==> src/rtl/cache_ctrl_pkg.sv <==
// cache_ctrl_pkg: shared state encoding, line geometry and byte-lane merge helper for cache_ctrl
package cache_ctrl_pkg;

    typedef enum logic [2:0] {INIT, IDLE, LOOKUP, WB, RF, FILL, UNC} cacheState;

    localparam int WORD_W   = 32;
    localparam int LINE_W   = 128;
    localparam int LINE_OFS = 4;

    // Tag RAM rows are laid out as {valid, dirty, tag}.
    function automatic logic [LINE_W-1:0] mergeWord(
        input logic [LINE_W-1:0] line,
        input logic [1:0]        word,
        input logic [3:0]        be,
        input logic [WORD_W-1:0] data
    );
        logic [LINE_W-1:0] merged;
        merged = line;
        for (int b = 0; b < 4; b++)
            if (be[b]) merged[{word, 5'd0} + 8*b +: 8] = data[8*b +: 8];
        return merged;
    endfunction

endpackage

==> src/rtl/cache_ctrl_bus_seq.sv <==
// cache_ctrl_bus_seq: m0 word sequencer for 4-beat line transfers or a single uncached beat
module cache_ctrl_bus_seq (
    input  logic       clk,
    input  logic       rest,
    input  logic       run,
    input  logic       isWrite,
    input  logic       single,
    input  logic       m0_waitRequest,
    input  logic       m0_readDataValid,
    output logic [1:0] beat,
    output logic       m0_read,
    output logic       m0_write,
    output logic       capture,
    output logic       done
);

    logic pending;
    logic lastBeat;

    // Reads keep one beat outstanding: the strobe drops until its data returns.
    always_comb begin
        lastBeat = single | (beat == 2'd3);
        m0_write = run & isWrite;
        m0_read  = run & ~isWrite & ~pending;
        capture  = run & ~isWrite & pending & m0_readDataValid;
        done     = ((m0_write & ~m0_waitRequest) | capture) & lastBeat;
    end

    always_ff @(posedge clk or negedge rest) begin
        if (!rest) begin
            beat    <= 2'd0;
            pending <= 1'b0;
        end else begin
            pending <= (m0_read & ~m0_waitRequest) | (pending & ~capture);
            if ((m0_write & ~m0_waitRequest) | capture) beat <= lastBeat ? 2'd0 : beat + 2'd1;
        end
    end

endmodule

==> src/rtl/cache_ctrl.sv <==
// cache_ctrl: direct-mapped write-back cache sequencer with dirty writeback, refill and uncached bypass
module cache_ctrl
    import cache_ctrl_pkg::*;
#(
    parameter  int SIZE  = 8*1024,
    localparam int IDX_W = $clog2(SIZE/16),
    localparam int TAG_W = 28-IDX_W
) (
    input  logic               clk,
    input  logic               rest,
    input  logic [31:0]        s0_address,
    input  logic [3:0]         s0_byteEnable,
    input  logic               s0_read,
    input  logic               s0_write,
    input  logic [31:0]        s0_writeData,
    output logic [31:0]        s0_readData,
    output logic               s0_waitRequest,
    output logic               s0_readDataValid,
    output logic [31:0]        m0_address,
    output logic [3:0]         m0_byteEnable,
    output logic               m0_read,
    output logic               m0_write,
    output logic [31:0]        m0_writeData,
    input  logic [31:0]        m0_readData,
    input  logic               m0_waitRequest,
    input  logic               m0_readDataValid,
    input  logic               isIOAddrBlock,
    input  logic               isEnableCache,
    output logic [IDX_W-1:0]   dataRam_readAddress,
    output logic [IDX_W-1:0]   dataRam_writeAddress,
    input  logic [LINE_W-1:0]  dataRam_readData,
    output logic [LINE_W-1:0]  dataRam_writeData,
    output logic               dataRam_writeEnable,
    output logic [15:0]        dataRam_writeByteEnable,
    output logic [IDX_W-1:0]   tagRam_readAddress,
    output logic [IDX_W-1:0]   tagRam_writeAddress,
    input  logic [TAG_W+1:0]   tagRam_readData,
    output logic [TAG_W+1:0]   tagRam_writeData,
    output logic               tagRam_writeEnable
);

    cacheState         state, nextState;
    logic [IDX_W-1:0]  initCnt;
    logic [31:0]       latAddr, latData;
    logic [3:0]        latBe;
    logic              latRead;
    logic [LINE_W-1:0] lineBuf;
    logic [TAG_W-1:0]  victimTag;
    logic [1:0]        beat;
    logic              capture, done, accept, hit, writeHit;

    wire [TAG_W-1:0] latTag  = latAddr[31:IDX_W+LINE_OFS];
    wire [IDX_W-1:0] latIdx  = latAddr[IDX_W+LINE_OFS-1:LINE_OFS];
    wire [1:0]       latWord = latAddr[3:2];
    wire             tagValid = tagRam_readData[TAG_W+1];
    wire             tagDirty = tagRam_readData[TAG_W];
    wire [TAG_W-1:0] tagTag   = tagRam_readData[TAG_W-1:0];

    cache_ctrl_bus_seq busSeq (
        .clk              (clk),
        .rest             (rest),
        .run              (state == WB || state == RF || state == UNC),
        .isWrite          (state == WB || (state == UNC && !latRead)),
        .single           (state == UNC),
        .m0_waitRequest   (m0_waitRequest),
        .m0_readDataValid (m0_readDataValid),
        .beat             (beat),
        .m0_read          (m0_read),
        .m0_write         (m0_write),
        .capture          (capture),
        .done             (done)
    );

    always_ff @(posedge clk or negedge rest) begin
        if (!rest) state <= INIT;
        else       state <= nextState;
    end

    always_comb begin
        accept   = (state == IDLE) && (s0_read || s0_write);
        hit      = tagValid && (tagTag == latTag);
        writeHit = (state == LOOKUP) && hit && !latRead;
        case (state)
            INIT:    nextState = &initCnt ? IDLE : INIT;
            IDLE:    nextState = !accept ? IDLE : (isIOAddrBlock || !isEnableCache) ? UNC : LOOKUP;
            LOOKUP:  nextState = hit ? IDLE : (tagValid && tagDirty) ? WB : RF;
            WB:      nextState = done ? RF : WB;
            RF:      nextState = done ? FILL : RF;
            FILL:    nextState = IDLE;
            UNC:     nextState = done ? IDLE : UNC;
            default: nextState = INIT;
        endcase
    end

    // Tag clearing is gated by rest so nothing is written while reset is held.
    always_comb begin
        s0_waitRequest          = state != IDLE;
        dataRam_readAddress     = (state == IDLE) ? s0_address[IDX_W+LINE_OFS-1:LINE_OFS] : latIdx;
        tagRam_readAddress      = dataRam_readAddress;
        dataRam_writeAddress    = latIdx;
        tagRam_writeAddress     = (state == INIT) ? initCnt : latIdx;
        dataRam_writeEnable     = writeHit || state == FILL;
        dataRam_writeByteEnable = (state == FILL) ? 16'hFFFF : 16'(latBe) << {latWord, 2'b00};
        dataRam_writeData       = (state == FILL) ? mergeWord(lineBuf, latWord, latRead ? 4'h0 : latBe, latData)
                                                  : {4{latData}};
        tagRam_writeEnable      = (state == INIT && rest) || writeHit || state == FILL;
        tagRam_writeData        = (state == INIT) ? '0 : {1'b1, writeHit || !latRead, latTag};
        m0_address              = (state == UNC) ? latAddr
                                                 : {(state == WB) ? victimTag : latTag, latIdx, beat, 2'b00};
        m0_byteEnable           = (state == UNC) ? latBe : 4'hF;
        m0_writeData            = (state == UNC) ? latData : lineBuf[{beat, 5'd0} +: 32];
    end

    always_ff @(posedge clk or negedge rest) begin
        if (!rest) begin
            initCnt          <= '0;
            latAddr          <= '0;
            latData          <= '0;
            latBe            <= '0;
            latRead          <= 1'b0;
            lineBuf          <= '0;
            victimTag        <= '0;
            s0_readData      <= '0;
            s0_readDataValid <= 1'b0;
        end else begin
            s0_readDataValid <= 1'b0;
            if (state == INIT) initCnt <= initCnt + IDX_W'(1);
            if (accept) begin
                latAddr <= s0_address;
                latData <= s0_writeData;
                latBe   <= s0_byteEnable;
                latRead <= s0_read;
            end
            if (state == LOOKUP) begin
                lineBuf   <= dataRam_readData;
                victimTag <= tagTag;
                if (hit && latRead) begin
                    s0_readData      <= dataRam_readData[{latWord, 5'd0} +: 32];
                    s0_readDataValid <= 1'b1;
                end
            end
            if (state == RF && capture) lineBuf[{beat, 5'd0} +: 32] <= m0_readData;
            if (state == FILL && latRead) begin
                s0_readData      <= lineBuf[{latWord, 5'd0} +: 32];
                s0_readDataValid <= 1'b1;
            end
            if (state == UNC && capture) begin
                s0_readData      <= m0_readData;
                s0_readDataValid <= 1'b1;
            end
        end
    end

endmodule

==> config.mk <==
export PLATFORM = sky130hd
export DESIGN_NAME = cache_ctrl
export DESIGN_NICKNAME = d
export VERILOG_FILES = /design/src/rtl/cache_ctrl_pkg.sv /design/src/rtl/cache_ctrl_bus_seq.sv /design/src/rtl/cache_ctrl.sv
export SDC_FILE = /design/constraint.sdc
export NUM_CORES = 1
export LEC_CHECK = 0
export ABC_AREA = 1
export CELL_PAD_IN_SITES_DETAIL_PLACEMENT = 1
export CELL_PAD_IN_SITES_GLOBAL_PLACEMENT = 2
export CORE_MARGIN = 3
export CORE_UTILIZATION = 23
export CTS_CLUSTER_DIAMETER = 80
export DETAILED_ROUTE_END_ITERATION = 12
export PLACE_DENSITY_LB_ADDON = 0.1
export SLEW_MARGIN = 20
export SYNTH_ARGS = -nofsm -noshare
export SYNTH_HDL_FRONTEND = slang
export SYNTH_SLANG_ARGS = --single-unit
==> constraint.sdc <==
create_clock -name clk -period 2.65 [get_ports clk]
set_clock_uncertainty 0.15 [all_clocks]
set_input_delay 0.3975 -clock clk [delete_from_list [all_inputs] [get_ports clk]]
set_output_delay 0.3975 -clock clk [all_outputs]
set_load 0.05 [all_outputs]
==> results of run 1 <==
-- worst max-delay path by stage --
stage	to	cells past startpoint
floorplan	tagRam_writeAddress[1]	5
global placement	s0_readData[25]$_DFFE_PN0P_	14
detailed placement	s0_readData[23]$_DFFE_PN0P_	14
CTS	dataRam_writeData[10]	11
global route	dataRam_writeData[72]	11
finish	dataRam_writeData[35]	10
-- synthesized netlist by cell type --
cell type  instances  area (um2)
nand2_1         1054        3956
a22o_1             1       8.760
or2_2              3       18.77
nand3_2            1       10.01
a21oi_1          118       590.6
nor2_1           143       536.8
a211oi_1           1       7.510
inv_1            371        1393
nor2_4             3       33.78
inv_2              5       18.77
a31oi_1           22       137.6
xnor2_1            4       35.03
o21ai_1            8       40.04
o21ai_0          448        2242
nor4_1             6       37.54
o32ai_1            6       52.55
nor3_1            13       65.06
o211ai_1           4       30.03
nor2_2             3       18.77
o21a_1             1       7.510
ha_1              14       175.2
nand3_1          363        1817
o22ai_1           58       362.9
o221ai_1          14       122.6
buf_1             29       108.9
nand2_2            1       6.260
clkbuf_1         172       645.6
buf_2             64       320.3
xor2_1             8       70.07
clkinv_1           3       11.26
nand4_1          172        1076
buf_4             27       202.7
dfrtp_1          264        6606
-- metrics by stage --
step / TNS [ns] / utilization [%]
6_report: -39.44 / 43.13
5_1_grt: -57.31 / 43.11
3_3_place_gp: -6.081 / 35.23
4_1_cts: -47.05 / 40.72
3_5_place_dp: -6.479 / 35.23
2_1_floorplan: -2.009 / -
-- metal layers --
layer / share of wire [%] / wire length [um] / up-vias
met5: 0.032 / 48 / -
met4: 4.0 / 5968 / 6
met3: 6.9 / 10170 / 309
met2: 49 / 72230 / 1280
met1: 40 / 59330 / 14120
li1: - / - / 12480
-- area by class of cell --
class | count | area [um2] | area share, %
timing repair buffer | 850 | 12230 | 31.90
inverter | 379 | 1524 | 3.974
clock inverter | 16 | 226.5 | 0.5905
timing repair inverter | 1 | 8.758 | 0.02284
antenna | 7 | 17.52 | 0.04568
clock buffer | 61 | 1244 | 3.243
multi-input combinational | 2469 | 15010 | 39.15
sequential | 264 | 6628 | 17.28
tap | 1165 | 1458 | 3.801
-- cells by family after synthesis --
group,count (synthesis)
and+or+nand+nor,1762
AOI/OAI and AO/OA,681
buffers and inverters,671
DFF,264
adders and majority gates,14
xor gates and xnor gates,12
-- registers in the layout, indices dropped and copies added (netlist names), 3 cells and up --
signal       flops
lineBuf        128
latAddr         32
latData         32
s0_readData     32
victimTag       19
initCnt          9
latBe            4
state            3
-- worst max-delay path, stage by stage, from the launching register on --
cell and delay, ns:
dfrtp_2 0.49, clkinv_4 0.12, buf_6 0.11, ha_4 0.17, nand2_4 0.06, buf_12 0.15
buf_6 0.12, nor4_4 0.23, a21oi_2 0.08, o21ai_4 0.16, buf_12 0.15
-- cells in the final DEF, fill, tap and decap left out, types with 48 or more instances in the layout --
cell / n
nand2_1: 884
nand3_1: 360
inv_1: 345
buf_12: 314
clkdlybuf4s50_1: 306
o21ai_0: 285
dfrtp_1: 255
nand4_1: 172
nand2_2: 131
buf_4: 109
nor2_1: 84
o21ai_1: 67
buf_6: 62
o21ai_2: 58
clkbuf_16: 53
a21oi_1: 48
-- where the power goes --
group,total [mW],internal [mW],switching (mW)
clock,6.16,3.75,2.41
sequential,4.23,4.11,0.124
combinational,4.19,1.74,2.44
total,14.6,9.60,4.98
-- repair_timing --
| action | 4_1_cts | 5_1_grt |
|---|---|---|
| resized for setup | 580 | 353 |
| endpoints found under the setup margin | 232 | 375 |
| buffers inserted | 68 | 56 |
| cloned | 27 | 13 |
| endpoints found under the hold margin | 264 | 0 |
| hold buffers | 1 | 0 |
| pin swaps | 85 | 87 |
==> results.ini, run 1 <==
[yosys]
synth_compound_area_share_pct = 17.35
synthCells = 3404
yosys.area_share.simple_pct = 36.48
ys_ff_latch = 264
synth_area_per_cell_um2 = 6.100
synth_nets = 3675
yosysWarnings = 0
synth_cell_types = 33
seq_area_frac_synth_pct = 31.81
synth_xor_area_share_pct = 0.5061
synth_top_family_by_area = simple AND/OR/NAND/NOR gates
synth_fa_ha_area_share_pct = 0.8436
syn-cell-area_um2 = 20760
muxShareOfSynthArea_pct = 0

[clock_network]
cts-root-buf = clkbuf_16
cts_tree = done
cts.clk_slew.worst_paths_ns = 0.06
clk_path_buf_depth = 3
cts_sinks = 264
clock_latency_ns = 0.60
cts_inserted_buffers = 43
htree_levels = 2

[layout]
final_area_um2 = 38350
area_growth_pct = 84.68
nFillCells = 10380
instances_no_fill = 5212
drive_gt1_share_pct = 29.43
nNetsFinal = 4279

[placed_design]
numPortBuffers = 563
place_congestion = 0.8736
place_worst_setup_slack_ns = -0.2273
dp_hpwl_um = 95210
dp.cells = 4985
place_area_um2 = 31330

[timing]
finalCriticalPeriod_ns = 2.988
fin_hold_ws_ns = 0.2063
worst_slew_pin_slew_ns = 0.8128
fmax_mhz = 334.6
max-slew-margin-rel_pct = 45.82
finalMaxSlewViolations = 0
final-hold-violation-count = 0
rsz0062_at_grt = true
finalCritPeriodShare_pct = 112.8
finalSetupViolations = 189
setup_ws_ns = -0.3383

[setup_path]
cp_data_arrival_time_ns = 2.44
path_class = register to output port
reg2reg_depth = 8
reg2reg_slack_ns = 0.09
worstSetupStartpointType = register
crit_start = latAddr[3]$_DFFE_PN0P_
rr_startpoint = busSeq.beat[0]$_DFFE_PN0P_
cp-end-kind = output port
required_ns = 2.10
r2r-end = lineBuf[16]$_DFF_PN0_
crit_fanout = 7

[die]
top_level_ports = 564
die_y_um = 306.5
initial_core_util_pct = 23.35
die_area_um2 = 93920
die_x_um = 306.5
core_area_um2 = 88920
rows = 109

[detailed_routing]
dr.pass1.iters = 6
routed-via-count = 28200
drt_iter0_markers = 2122
routedWlPerCell_um = 28.35
final_antenna_net_count = 0
post_drt_via_cell_ratio = 5.410
wl_um = 147700
drc = 0

[min_path]
hold_depth = 3
min-delay-start = s0_writeData[29]
holdPathEnd = latData[29]$_DFFE_PN0P_
min_path_type = primary input to register

[global_route]
grt_pass1_wl_um = 207400
grt_use_met3_pct = 5.436
grt_util_met1_pct = 37.17
grt_max_degree = 143
grt_pass1_vias = 29050
track_usage_pct = 29.66
use_met2_pct = 50.77
antenna_found_initial = 8
grt-ovfl-total = 0
busiest_layer = met2

[pwr]
power.total_mw = 14.58
powerDensity_nw_per_um2 = 380.2
ir_worst_vdd_v = 0.0003458
p_leak_nw = 17.19

[run_status]
status = finished, violations left
violations = setup timing

[flow_run]
max_cap_violations = 0

Power figures use the tool's default switching activity.
==> inputs of run 2 (changes only) <==
--- a/config.mk
+++ b/config.mk
@@ -12,7 +12,7 @@
 export CORE_UTILIZATION = 23
 export CTS_CLUSTER_DIAMETER = 80
 export DETAILED_ROUTE_END_ITERATION = 12
-export PLACE_DENSITY_LB_ADDON = 0.1
+export PLACE_DENSITY_LB_ADDON = 0.25
 export SLEW_MARGIN = 20
 export SYNTH_ARGS = -nofsm -noshare
 export SYNTH_HDL_FRONTEND = slang
==> run 2 against run 1 <==
The run still ends with setup timing left. Register-to-register slack hardly changed. Worst setup slack lost 0.044 ns. Critical path depth grew 2. Critical endpoint is now dataRam_writeData[52]. Clock power down 4.9%. Count of clock-buffer cells in the layout decreased by 2. Routed wire length fell by 3.0%. Die area unchanged. Non-clock buffer count increased by 7. Global-route usage fell by 0.59 points. Hold slack worse by 0.025 ns. Largest cell class unchanged. Power down 2.5%. First-iteration DRC count is 0.90% higher.
==> results.ini, run 2 (synthesis gave the netlist of run 1 again) <==
[setup_path]
cp_data_arrival_time_ns = 2.48  ; +0.04 ns
slowest_delay_ns = 0.52  ; +0.03 ns
rr_startpoint = state[0]$_DFF_PN0_
required_ns = 2.10  ; about the same
crit_start = latAddr[2]$_DFFE_PN0P_
critPathTopFamily = buffers and inverters
r2r-end = s0_readData[0]$_DFFE_PN0P_
cp-end-kind = output port
reg2reg_slack_ns = 0.08  ; about the same
crit_slowest_cell = dfrtp_4
reg2reg_depth = 12  ; +4
path_cells = ha_4 > inv_4 > nor2_4 > nor2_2 > buf_6 > buf_12 > nand2_8 > buf_6 > o22ai_4 > nand2_2 > nand2_4 > buf_12
crit_fanout = 5  ; -2
worstSetupStartpointType = register
cp.buffers_inverters = 5  ; unchanged
path_class = register to output port

[detailed_routing]
dr.pass1.iters = 5  ; -1
drt_iter0_markers = 2141  ; +0.90%
routed-via-count = 27690  ; -1.8%
wl_um = 143300  ; -3.0%
routedWlPerCell_um = 27.44  ; -3.2%
final_antenna_net_count = 0  ; unchanged
drc = 0  ; unchanged
post_drt_via_cell_ratio = 5.302  ; -2.0%

[timing]
setup_ws_ns = -0.3822  ; -0.04391 ns
finalCriticalPeriod_ns = 3.032  ; +0.04391 ns
final-hold-violation-count = 0  ; unchanged
fmax_mhz = 329.8  ; -1.4%
max-slew-margin-rel_pct = 48.18  ; +2.4 points
worst_slew_pin_slew_ns = 0.7772  ; -0.03554 ns
finalMaxSlewViolations = 0  ; unchanged
finalSetupViolations = 170  ; -10%
rsz0062_at_grt = true
finalCritPeriodShare_pct = 114.4  ; +1.7 points

[clock_network]
clk_path_buf_depth = 3  ; unchanged
htree_levels = 2  ; unchanged
clock_latency_ns = 0.57  ; -0.03 ns
cts.clk_slew.worst_paths_ns = 0.06  ; about the same
cts_tree = done
cts_inserted_buffers = 41  ; -4.7%
cts_sinks = 264  ; unchanged
cts-root-buf = clkbuf_16

[die]
die_area_um2 = 93920  ; unchanged
top_level_ports = 564  ; unchanged
die_x_um = 306.5  ; unchanged
initial_core_util_pct = 23.35  ; unchanged
core_area_um2 = 88920  ; unchanged
rows = 109  ; unchanged
die_y_um = 306.5  ; unchanged

[placed_design]
dp.cells = 5018  ; +0.66%
place_congestion = 0.8427  ; -3.5%
dp_hpwl_um = 93860  ; -1.4%
numPortBuffers = 563  ; unchanged

[layout]
instances_no_fill = 5223  ; +0.21%
regMostFlops = lineBuf
largest_reg_flops = 128  ; unchanged
drive_gt1_share_pct = 27.49  ; -1.9 points
mostFrequentLayoutCells = 888 x nand2_1, 359 x nand3_1, 346 x inv_1, 305 x clkdlybuf4s50_1, 300 x buf_12
nNetsFinal = 4285  ; +0.14%
final_common_cell = nand2_1
area_growth_pct = 81.71

[global_route]
grt-ovfl-total = 0  ; unchanged
track_usage_pct = 29.07  ; -0.59 points
grt_max_degree = 119  ; -17%
grt_pass1_vias = 28250  ; -2.7%
grt_pass1_wl_um = 203200  ; -2.0%
antenna_found_initial = 21  ; +13

[run_status]
violations = setup timing
status = finished, violations left

[min_path]
min_path_type = primary input to async pin

[pwr]
powerDensity_nw_per_um2 = 376.9  ; -0.87%
p_leak_nw = 17.16  ; -0.18%
ir_worst_vdd_v = 0.0003481  ; +0.68%
power.total_mw = 14.22  ; -2.5%

[flow_run]
max_cap_violations = 0  ; unchanged

[run 2: report_power, final]
group	leakage, nW	internal, mW	switching (mW)
clock network	0.672	3.60	2.26
registers	3.07	4.11	0.131
logic	13.4	1.74	2.38
[run 2: layout make-up]
| type | count | area [um2] |
|---|---|---|
| clock buffers | 59 | 1196 |
| repair buffers | 857 | 12110 |
| inverters | 379 | 1541 |
| flip-flops and latches | 264 | 6625 |
| fillers | 10470 | 51190 |
| repair inverters | 2 | 32.53 |
| multi-input cells | 2469 | 14540 |
| diodes | 17 | 42.54 |
| clock inverters | 11 | 188.9 |
| well taps | 1165 | 1458 |
[run 2: layer usage]
layer  global-route usage (%)  up-vias  share of wire, %
met2                    48.75     1119                48
li1                         -    12490                 -
met4                    9.140       16               3.2
met5                        0        -             0.080
met1                    37.78    13830                42
met3                    5.471      240               6.8
[run 2: through the flow]
step / hold slack [ns] / util [%] / area, um2 / TNS, ns / setup WS [ns]
finish: 0.1808 / 42.43 / 37730 / -46.00 / -0.3822
CTS: 0.1571 / 40.75 / 36230 / -41.70 / -0.3712
global placement: 0.1708 / 35.67 / 31720 / -0.1338 / -0.04407
detailed placement: 0.1767 / 35.67 / 31720 / -0.1059 / -0.03335
global route: 0.1934 / 42.41 / 37710 / -61.49 / -0.4737
floorplan: -0.04809 / - / 21460 / -2.009 / -0.1065
[run 2: worst reg2reg max path, delay by kind of cell (launching register included)]
kind / cells / cell delay, ns
buffers and inverters: 3 / 0.53
and+or+nand+nor: 8 / 1.08
AOI/OAI and AO/OA: 1 / 0.28
DFF: 1 / 0.47
[run 2: repair_timing]
action | in CTS | in global routing
setup endpoints to repair | 193 | 252
pin swaps | 75 | 80
hold endpoints to repair | 121 | 0
setup buffers | 66 | 29
gates resized for setup | 542 | 235
hold buffers | 1 | 0
cloned | 20 | 10
[run 2: how the worst max path moves through the flow]
stage	cells after the start	endpoint	slack, ns
final	12	dataRam_writeData[52]	-0.38
after global routing	11	dataRam_writeData[31]	-0.47
after CTS	12	dataRam_writeData[25]	-0.37
after detailed placement	13	tagRam_writeEnable	-0.03
after global placement	13	tagRam_writeEnable	-0.04
after floorplan	5	tagRam_writeAddress[1]	-0.11
==> inputs of run 3 (changes only) <==
--- a/config.mk
+++ b/config.mk
@@ -6,6 +6,7 @@
 export NUM_CORES = 1
 export LEC_CHECK = 0
 export ABC_AREA = 1
+export CAP_MARGIN = 20
 export CELL_PAD_IN_SITES_DETAIL_PLACEMENT = 1
 export CELL_PAD_IN_SITES_GLOBAL_PLACEMENT = 2
 export CORE_MARGIN = 3
==> results of run 3 <==
Same layout as run 2: the final DEF is identical, and so are final timing and power.
